===== config.mk =====
export PLATFORM = sky130hd
export DESIGN_NAME = riscv_io_bus_bridge
export DESIGN_NICKNAME = d
export VERILOG_FILES = /design/src/rtl/riscv_io_bus_bridge.sv
export SDC_FILE = /design/constraint.sdc
export NUM_CORES = 1
export LEC_CHECK = 0
export CAP_MARGIN = 20
export CORE_AREA = 4 4 149 151
export DETAILED_ROUTE_END_ITERATION = 7
export DIE_AREA = 0 0 153 155
export HOLD_SLACK_MARGIN = 0.06
export PLACE_DENSITY = 0.66
export SYNTH_ARGS = -nofsm -noshare
export SYNTH_HDL_FRONTEND = slang
export SYNTH_SLANG_ARGS = --single-unit

===== constraint.sdc =====
create_clock -name clk -period 3.6 [get_ports clk]
set_clock_uncertainty 0.2 [all_clocks]
set_input_delay 0.9 -clock clk [delete_from_list [all_inputs] [get_ports clk]]
set_output_delay 0.9 -clock clk [all_outputs]
set_load 0.03 [all_outputs]

===== src/rtl/riscv_io_bus_bridge.sv =====
// Data-side bridge from the multicycle RISC-V core to data memory and I/O channels.
// One access at a time: decode, strobe one target, wait for completion, pulse ready.
module riscv_io_bus_bridge #(
   parameter logic [31:0] DATA_START_ADDRESS = 32'h0000_2000,
   parameter int unsigned DATA_DEPTH_WORDS   = 2048,
   parameter logic [31:0] IO_START_ADDRESS   = 32'h0000_7F00,
   parameter int unsigned NUM_IO_CH          = 4,
   parameter int unsigned IO_CH_BYTES        = 64,
   parameter int unsigned IO_TIMEOUT         = 15,
   parameter logic [31:0] ERR_DATA           = 32'h0000_0000,
   localparam int unsigned OFF_W = $clog2(IO_CH_BYTES)
) (
   input  logic                      clk,
   input  logic                      rst,
   input  logic [31:0]               address,
   input  logic                      MemRead,
   input  logic                      MemWrite,
   input  logic [31:0]               wdata,
   output logic [31:0]               rdata,
   output logic                      ready,
   output logic                      bus_error,
   output logic                      busy,
   output logic [15:0]               err_count,
   output logic                      mem_read,
   output logic                      mem_write,
   output logic [31:0]               mem_addr,
   output logic [31:0]               mem_wdata,
   input  logic [31:0]               mem_rdata,
   output logic [NUM_IO_CH-1:0]      io_sel,
   output logic                      io_read,
   output logic                      io_write,
   output logic [OFF_W-1:0]          io_offset,
   output logic [31:0]               io_wdata,
   input  logic [32*NUM_IO_CH-1:0]   io_rdata,
   input  logic [NUM_IO_CH-1:0]      io_valid
);

   localparam int unsigned CH_W  = (NUM_IO_CH > 1) ? $clog2(NUM_IO_CH) : 1;
   localparam int unsigned CNT_W = $clog2(IO_TIMEOUT + 1);

   typedef enum logic [2:0] {
      S_IDLE, S_MEM, S_IO, S_ERR, S_MEM_RESP, S_IO_WAIT, S_RESP
   } state_t;

   state_t               r_state;
   logic [31:0]          r_addr;
   logic [31:0]          r_wdata;
   logic                 r_write;
   logic [CH_W-1:0]      r_ch;
   logic [OFF_W-1:0]     r_io_offset;
   logic [CNT_W-1:0]     r_wait_cnt;
   logic [31:0]          r_rdata;
   logic                 r_ready;
   logic                 r_bus_error;
   logic                 r_busy;
   logic [15:0]          r_err_count;
   logic                 r_mem_read;
   logic                 r_mem_write;
   logic                 r_io_read;
   logic                 r_io_write;
   logic [NUM_IO_CH-1:0] r_io_sel;

   // 33-bit offsets: an address below a region base wraps to a huge value and fails the bound
   logic [32:0]          w_data_rel;
   logic [32:0]          w_io_rel;
   logic                 w_is_mem;
   logic                 w_is_io;
   logic                 w_err;
   logic [CH_W-1:0]      w_ch;
   logic [31:0]          w_io_data;

   assign w_data_rel = {1'b0, address} - {1'b0, DATA_START_ADDRESS};
   assign w_io_rel   = {1'b0, address} - {1'b0, IO_START_ADDRESS};
   assign w_is_mem   = (w_data_rel < 33'(4 * DATA_DEPTH_WORDS));
   assign w_is_io    = (w_io_rel < 33'(NUM_IO_CH * IO_CH_BYTES));
   assign w_ch       = w_io_rel[OFF_W +: CH_W];
   assign w_err      = (MemRead & MemWrite) | (address[1:0] != 2'b00) | (!w_is_mem & !w_is_io);
   assign w_io_data  = io_rdata[32*r_ch +: 32];

   always_ff @(posedge clk) begin
      if (rst) begin
         r_state     <= S_IDLE;
         r_addr      <= '0;
         r_wdata     <= '0;
         r_write     <= 1'b0;
         r_ch        <= '0;
         r_io_offset <= '0;
         r_wait_cnt  <= '0;
         r_rdata     <= '0;
         r_ready     <= 1'b0;
         r_bus_error <= 1'b0;
         r_busy      <= 1'b0;
         r_err_count <= '0;
         r_mem_read  <= 1'b0;
         r_mem_write <= 1'b0;
         r_io_read   <= 1'b0;
         r_io_write  <= 1'b0;
         r_io_sel    <= '0;
      end else begin
         r_mem_read  <= 1'b0;
         r_mem_write <= 1'b0;
         r_io_read   <= 1'b0;
         r_io_write  <= 1'b0;
         r_io_sel    <= '0;
         r_ready     <= 1'b0;
         r_bus_error <= 1'b0;
         unique case (r_state)
            S_IDLE: begin
               if (MemRead | MemWrite) begin
                  r_addr      <= address;
                  r_wdata     <= wdata;
                  r_write     <= MemWrite;
                  r_ch        <= w_ch;
                  r_io_offset <= w_io_rel[OFF_W-1:0];
                  r_busy      <= 1'b1;
                  if (w_err) begin
                     r_state <= S_ERR;
                  end else if (w_is_mem) begin
                     r_state     <= S_MEM;
                     r_mem_read  <= ~MemWrite;
                     r_mem_write <= MemWrite;
                  end else begin
                     r_state    <= S_IO;
                     r_io_sel   <= NUM_IO_CH'(1) << w_ch;
                     r_io_read  <= ~MemWrite;
                     r_io_write <= MemWrite;
                  end
               end
            end
            S_ERR: begin
               r_state     <= S_RESP;
               r_ready     <= 1'b1;
               r_bus_error <= 1'b1;
               r_rdata     <= ERR_DATA;
               if (r_err_count != 16'hFFFF) r_err_count <= r_err_count + 16'd1;
            end
            S_MEM: begin
               if (r_write) begin
                  r_state <= S_RESP;
                  r_ready <= 1'b1;
               end else begin
                  r_state <= S_MEM_RESP;
               end
            end
            S_MEM_RESP: begin
               r_rdata <= mem_rdata;
               r_state <= S_RESP;
               r_ready <= 1'b1;
            end
            S_IO: begin
               r_wait_cnt <= '0;
               if (r_write) begin
                  r_state <= S_RESP;
                  r_ready <= 1'b1;
               end else begin
                  r_state <= S_IO_WAIT;
               end
            end
            S_IO_WAIT: begin
               // valid in the expiring cycle still wins over the timeout
               if (io_valid[r_ch]) begin
                  r_rdata <= w_io_data;
                  r_state <= S_RESP;
                  r_ready <= 1'b1;
               end else if (r_wait_cnt == CNT_W'(IO_TIMEOUT - 1)) begin
                  r_state     <= S_RESP;
                  r_ready     <= 1'b1;
                  r_bus_error <= 1'b1;
                  r_rdata     <= ERR_DATA;
                  if (r_err_count != 16'hFFFF) r_err_count <= r_err_count + 16'd1;
               end else begin
                  r_wait_cnt <= r_wait_cnt + CNT_W'(1);
               end
            end
            S_RESP: begin
               r_state <= S_IDLE;
               r_busy  <= 1'b0;
            end
            default: r_state <= S_IDLE;
         endcase
      end
   end

   assign rdata     = r_rdata;
   assign ready     = r_ready;
   assign bus_error = r_bus_error;
   assign busy      = r_busy;
   assign err_count = r_err_count;
   assign mem_read  = r_mem_read;
   assign mem_write = r_mem_write;
   assign mem_addr  = r_addr;
   assign mem_wdata = r_wdata;
   assign io_sel    = r_io_sel;
   assign io_read   = r_io_read;
   assign io_write  = r_io_write;
   assign io_offset = r_io_offset;
   assign io_wdata  = r_wdata;

endmodule


==> metrics.md, run 1 <==
| Metric | Value |
|---|---|
| Synth area leader | `dfxtp_1` |
| Global Route Usage Sum | `0.2116` |
| Syn Inst Count | `766` |
| Pleak | `3.869 nW` |
| Die ar. | `23720 sq um` |
| Final setup viols | `0` |
| Post-Synth Adder-Cell Area | `0.007648` |
| Hpwl dp | `20330 um` |
| CTS-repair resized insts | `0` |
| CP peak stage delay | `0.50 ns` |
| Unique masters post-synth | `53` |
| Global-route wire length before repair | `39770 um` |
| Wirelength, routed | `26220 um` |
| Post-synthesis sequential area ratio | `0.4008` |
| Cell area after synthesis | `6544 sq um` |
| N_diodes | `0` |
| Main synth FF type | `dfxtp_1` |
| Net total in the final layout | `1346` |
| Non-Filler Instances | `1398` |
| Placeable Area | `20820 sq um` |
| Fraction of layout cells with a size suffix above 1 | `0.08994` |
| Compound-cell area share of the yosys netlist | `0.1585` |
| Clock-pin slew on the worst setup and hold paths | `0.06 ns` |
| EDFF count, synth | `0` |
| CP top delay family | `simple AND/OR/NAND/NOR gates` |
| Arr. time, crit path | `3.22 ns` |
| M1 GR Usage | `0.2500` |
| Largest family of logic cells by synthesized area | `simple AND/OR/NAND/NOR gates` |
| CP endpoint kind | `flip-flop` |
| Worst-path maximum fanout | `3` |
| Post-synth top cells | `nand2_1 (176), dfxtp_1 (131), a21oi_1 (72), clkbuf_1 (43), o21ai_0 (40)` |
| CTS buffer count | `17` |
| Mux cell area share after synthesis | `0.1166` |
| Status | `finished, final reports clean` |
| Worst-Skew Late Latency | `0.42 ns` |
| Cell chosen for the clock root | `clkbuf_16` |
| Clk sinks | `131` |
| Initial core utilization | `0.3143` |
| Placed Cells | `1366` |
| Fin crit period | `3.108 ns` |
| Sum of negative setup slack | `0 ns` |
| TritonCTS clock tree | `built` |
| PD cells | `580.7 nW/um^2` |
| Post-DRT Antenna Nets | `0` |
| Largest net degree at the start of global routing | `68` |
| Normalized max-slew margin | `0.4860` |
| Vias per Instance | `4.903` |
| Syn_nets | `1002` |
| Initial antenna violation count | `1` |
| Syn_area_per_cell | `8.543 sq um` |
| Synth top area share | `0.4008` |
| Global route hottest layer | `met2` |
| Crit path launch type | `input port` |
| Post-Synth Simple-Gate Area | `0.2103` |
| Pins Over Slew Limit | `0` |
| Port bufs | `392` |
| Most numerous cell in the Yosys netlist | `nand2_1` |
| Worst VDD drop | `0.3757 mV` |
| Final Hold Fails | `0` |
| First-pass DRT Iterations | `5` |
| RePlAce Congestion | `0.9335` |
| Top post-synthesis cells by area | `dfxtp_1 (40%), mux4_2 (11%), nand2_1 (10%), a21oi_1 (5.5%), buf_4 (4.4%)` |
| M3 GR Usage | `0.06759` |
| Yosys warns | `0` |
| Unrepaired setup endpoints after global routing | `false` |
| Fmax | `321.8 MHz` |
| Initial DRC Count | `309` |
| Htree depth | `4` |
| FFs w/ async S/R, synth | `0` |
| Worst-Margin Slew | `0.7652 ns` |
| Total grt overflow | `0` |
| Number of max-cap violations | `0` |
| Die outline width | `153 um` |
| Classification of the worst setup path | `input port to flip-flop` |
| Post-CTS Setup Bufs | `0` |
| WP data required | `3.71 ns` |
| Drt drc | `0` |
| Die Span Y | `155 um` |
| Max clock buf depth | `2` |
| CP cell instances | `clkdlybuf4s50_1, ha_1, nor4_1, nand4_1, a2111oi_0, o211ai_1, nor3_1, nor4b_1` |
| Area delta synth->final | `70.34%` |
| WL/cell | `18.75 um` |
| Post-cts hold buffer count | `0` |
| Vias in the first global route | `6823` |
| CP bufs+invs | `1` |
| Met2 usage | `0.3796` |
| Min-delay worst type | `flip-flop to flip-flop` |
| Post-Synth XOR/XNOR Area | `0.02409` |
| Count of state elements after synthesis | `131` |
| Hold slack | `0.2506 ns` |
| Fin crit share | `0.8632` |
| Top-Level Pins | `393` |
| Via count | `6854` |
| Rows | `53` |
| Worst path slowest cell | `a2111oi_0` |
-- worst reg2reg max path, cell delays in order (launching register included) --
cell	delay, ns
dfxtp_1	0.61
mux4_2	0.47
o31a_4	0.41
a211o_4	0.32
nor4_2	0.27
xnor2_1	0.15
nor2_1	0.05
-- layout make-up --
type                            count  area [sq um]
Timing Repair Buffer              416          4114
Fill cell                        1949          9676
Inverter                           11         41.29
Sequential cell                   131          2624
Tap cell                          275         344.1
Clock buffer                       21         470.5
Multi-Input combinational cell    533          3402
Clock inverter                     11         151.4
-- final timing paths --
kind	from	to	slack, ns	cells after the start
hold / removal	rdata[12]$_SDFFE_PP0P_	rdata[12]$_SDFFE_PP0P_	0.25	2
setup / recovery	address[8]	io_read$_SDFF_PP0_	0.49	8
setup reg to reg	mem_addr[7]$_SDFFE_PP0P_	err_count[14]$_SDFFE_PP0P_	0.99	6
hold reg to reg	rdata[12]$_SDFFE_PP0P_	rdata[12]$_SDFFE_PP0P_	0.25	2
-- cell families after synthesis --
| logic type | Yosys count |
|---|---|
| AO/OA/AOI/OAI | 172 |
| XOR/XNOR | 18 |
| adder cells (fa/ha/maj) | 4 |
| buffers and inverters | 102 |
| flip-flops | 131 |
| multiplexers | 35 |
| AND/OR/NAND/NOR | 304 |
-- power by group --
group	switching [mW]	leakage (nW)	internal [mW]
sequential	0.200	1.07	1.71
clock	0.656	0.292	1.15
combinational	1.58	2.51	1.18
total	2.44	3.87	4.04
-- cells in the final DEF, fill, tap and decap left out, drive strengths merged, types with 11 or more instances in the layout --
master / netlist / final
a21oi: 72 / 72
buf: 48 / 25
nand2: 177 / 177
nand4: 12 / 12
nor4: 11 / 11
clkbuf: 43 / 21
nor2: 35 / 35
nand3: 13 / 13
inv: 11 / 12
a22oi: 32 / 32
mux4: 33 / 33
nor3: 21 / 21
dfxtp: 131 / 131
o21ai: 41 / 41
clkdlybuf4s50: 0 / 391
-- flip-flops by register name (all words and copies together) (netlist names) --
register,cells
err_count,16
io_write,1
io_wdata,32
r_state,3
mem_read,1
r_write,1
rdata,32
busy,1
bus_error,1
mem_write,1
io_read,1
io_sel,4
r_wait_cnt,4
mem_addr,32
ready,1
-- per-stage QoR --
step                      setup WS (ns)  power, mW  utilization  cell area (sq um)
after CTS                        0.5096      6.550       0.5353              11150
final                            0.4924      6.472       0.5353              11150
after detailed placement         0.1332      4.720       0.5055              10530
after floorplan                  0.7949      3.579            -               6544
after global routing             0.2766      6.803       0.5353              11150
after global placement           0.1681      4.702       0.5055              10530
-- metal layers --
metal / up-vias / wire length [um] / share of wire
met3: 21 / 1743 / 0.066
met2: 253 / 13570 / 0.52
met5: - / 20 / 0.00076
met4: 2 / 207 / 0.0079
li1: 3360 / - / -
met1: 3218 / 10680 / 0.41
(Power assumes the default switching activity.)
==> inputs of run 2 (changes only) <==
--- a/config.mk
+++ b/config.mk
@@ -5,12 +5,13 @@
 export SDC_FILE = /design/constraint.sdc
 export NUM_CORES = 1
 export LEC_CHECK = 0
+export ABC_CLOCK_PERIOD_IN_PS = 3900
 export CAP_MARGIN = 20
-export CORE_AREA = 4 4 149 151
+export CORE_AREA = 4 4 152 154
 export DETAILED_ROUTE_END_ITERATION = 7
-export DIE_AREA = 0 0 153 155
+export DIE_AREA = 0 0 156 158
 export HOLD_SLACK_MARGIN = 0.06
-export PLACE_DENSITY = 0.66
+export PLACE_DENSITY = 0.64
 export SYNTH_ARGS = -nofsm -noshare
 export SYNTH_HDL_FRONTEND = slang
 export SYNTH_SLANG_ARGS = --single-unit
==> constraint.sdc (replaced) <==
create_clock -name clk -period 3.9 [get_ports clk]
set_clock_uncertainty 0.2 [all_clocks]
set_input_delay 0.975 -clock clk [delete_from_list [all_inputs] [get_ports clk]]
set_output_delay 0.975 -clock clk [all_outputs]
set_load 0.03 [all_outputs]
==> metrics.md, run 2 (synthesis results as in run 1) <==
| Metric | Value |
|---|---|
| Status | `finished, final reports clean` |
| Top-Level Pins | `393 (unchanged)` |
| Placeable Area | `21690 sq um (+4.2%)` |
| Hpwl dp | `20060 um (-1.3%)` |
| Cell chosen for the clock root | `clkbuf_16` |
| Final setup viols | `0 (unchanged)` |
| Number of max-cap violations | `0 (unchanged)` |
| Max clock buf depth | `2 (unchanged)` |
| Port bufs | `392 (unchanged)` |
| M3 GR Usage | `0.05221 (-0.01538)` |
| Setup WS post-layout | `0.5409 ns (+0.04856 ns)` |
| Vias in the first global route | `6670 (-2.2%)` |
| Net total in the final layout | `1336 (-0.74%)` |
| Die outline width | `156 um (+2.0%)` |
| WL/cell | `18.53 um (-1.2%)` |
| WP data required | `4.01 ns (+0.30 ns)` |
| CP endpoint kind | `flip-flop` |
| Worst-Skew Late Latency | `0.41 ns (about the same)` |
| Post-cts hold buffer count | `0 (unchanged)` |
| Pleak | `3.813 nW (-1.5%)` |
| RePlAce Congestion | `0.8812 (-5.6%)` |
| Die Span Y | `158 um (+1.9%)` |
| Setup slack, reg-to-reg | `1.35 ns (+0.36 ns)` |
| Htree depth | `4 (unchanged)` |
| Non-Filler Instances | `1393 (-0.36%)` |
| Clk sinks | `131 (unchanged)` |
| First-pass DRT Iterations | `5 (unchanged)` |
| Fraction of layout cells with a size suffix above 1 | `0.08266 (-0.007278)` |
| Via count | `6831 (-0.34%)` |
| Worst-Margin Slew | `0.7509 ns (-0.01422 ns)` |
| Placed Cells | `1361 (-0.37%)` |
| Initial antenna violation count | `0 (-1)` |
| Fin crit share | `0.8613` |
| Crit path launch type | `input port` |
| Wirelength, routed | `25810 um (-1.5%)` |
| Post-CTS Setup Bufs | `0 (unchanged)` |
| Hold_sp | `rdata[14]$_SDFFE_PP0P_` |
| Register-to-Register Path Depth | `6 (unchanged)` |
| Unrepaired setup endpoints after global routing | `false` |
| Arr. time, crit path | `3.47 ns (+0.25 ns)` |
| Worst VDD drop | `0.3006 mV (-20%)` |
| Fmax | `297.7 MHz` |
| Normalized max-slew margin | `0.4955 (+0.009554)` |
| Vias per Instance | `4.904 (about the same)` |
| Final Hold Fails | `0 (unchanged)` |
| Min-delay worst type | `flip-flop to flip-flop` |
| Commonest non-fill, non-tap cell in the layout | `clkdlybuf4s50_1` |
| Initial core utilization | `0.3017 (-0.01255)` |
| Hold EP | `rdata[14]$_SDFFE_PP0P_` |
| Largest net degree at the start of global routing | `68 (unchanged)` |
| Post-Place Worst Slack | `0.1678 ns (+0.03455 ns)` |
| Global Route Usage Sum | `0.1982 (-0.01333)` |
| Classification of the worst setup path | `input port to flip-flop` |
| Worst-path maximum fanout | `7 (+4)` |
| N_diodes | `0 (unchanged)` |
| R2R Path End | `err_count[13]$_SDFFE_PP0P_` |
| CTS buffer count | `17 (unchanged)` |
| Met2 usage | `0.3515 (-0.02809)` |
| Drt drc | `0 (unchanged)` |
| Hold Crit Depth | `2 (unchanged)` |
| Pins Over Slew Limit | `0 (unchanged)` |
| Area delta synth->final | `68.89%` |
| TritonCTS clock tree | `built` |
| CTS-repair resized insts | `0 (unchanged)` |
| Filler cells | `2042 (+4.8%)` |
| Sum of negative setup slack | `0 ns (unchanged)` |
| Rows | `54 (+1.9%)` |
| Die ar. | `24650 sq um (+3.9%)` |
| Global route hottest layer | `met2` |
| PD cells | `533.8 nW/um^2 (-8.1%)` |
| Fin crit period | `3.359 ns` |
| Commonest non-fill, non-tap cells in the layout | `clkdlybuf4s50_1 (391), nand2_1 (176), dfxtp_1 (130), a21oi_1 (72), o21ai_0 (40)` |
| Initial DRC Count | `370 (+20%)` |
| M1 GR Usage | `0.2370 (-0.01299)` |
| Global-route wire length before repair | `38300 um (-3.7%)` |
| Worst r2r src | `mem_addr[6]$_SDFFE_PP0P_` |
| Post-DRT Antenna Nets | `0 (unchanged)` |
| Total grt overflow | `0 (unchanged)` |
| Clock-pin slew on the worst setup and hold paths | `0.06 ns (about the same)` |
==> run 2: cell count changes in the layout (fill, tap and decap cells not counted), sizes merged <==
cell	change
bufinv	-1
clkinv	+4
inv	+1
buf	-10
clkbuf	-3
clkinvlp	-1
==> run 2: area by class of cell <==
| type | instances | area (sq um) | share of cell area |
|---|---|---|---|
| sequential | 131 | 2624 | 0.2374 |
| multi-input combinational | 533 | 3402 | 0.3078 |
| clock inverter | 14 | 156.4 | 0.01415 |
| timing repair buffer | 406 | 4039 | 0.3654 |
| tap | 280 | 350.3 | 0.03170 |
| clock buffer | 18 | 439.2 | 0.03974 |
| inverter | 11 | 41.29 | 0.003736 |
==> run 2: through the flow <==
step / cell area, sq um / total power [mW] / hold slack (ns) / util
final: 11050 / 5.900 / 0.2517 / 0.5096
after global routing: 11050 / 6.219 / 0.2683 / 0.5096
after CTS: 11050 / 5.986 / 0.2549 / 0.5096
after detailed placement: 10460 / 4.357 / 0.2415 / 0.4821
after global placement: 10460 / 4.338 / 0.2358 / 0.4821
after floorplan: 6544 / 3.304 / 0.2395 / -
==> run 2: worst max-delay path by stage <==
stage | startpoint | to | slack (ns) | cells past startpoint
detailed placement | address[8] | io_read$_SDFF_PP0_ | 0.17 | 8
CTS | address[8] | io_read$_SDFF_PP0_ | 0.61 | 8
finish | address[8] | io_read$_SDFF_PP0_ | 0.54 | 8
global route | address[8] | io_read$_SDFF_PP0_ | 0.30 | 8
floorplan | io_valid[3] | err_count[13]$_SDFFE_PP0P_ | 1.02 | 6
global placement | address[8] | io_read$_SDFF_PP0_ | 0.32 | 8
==> run 2: critical path: stages <==
cell	delay [ns]
clkdlybuf4s50_1	0.52
ha_1	0.35
nor4_1	0.19
nand4_1	0.12
a2111oi_0	0.53
o211ai_1	0.26
nor3_1	0.29
nor4b_1	0.24
==> run 2: routing by layer <==
metal	part of all wire	wire, um
met1	0.40	10210
met2	0.51	13220
met3	0.079	2027
met4	0.014	359
met5	0	0
==> run 2: power by group <==
group	internal (mW)	switching [mW]
Combinational	1.08	1.46
Clock	0.966	0.635
Sequential	1.58	0.178
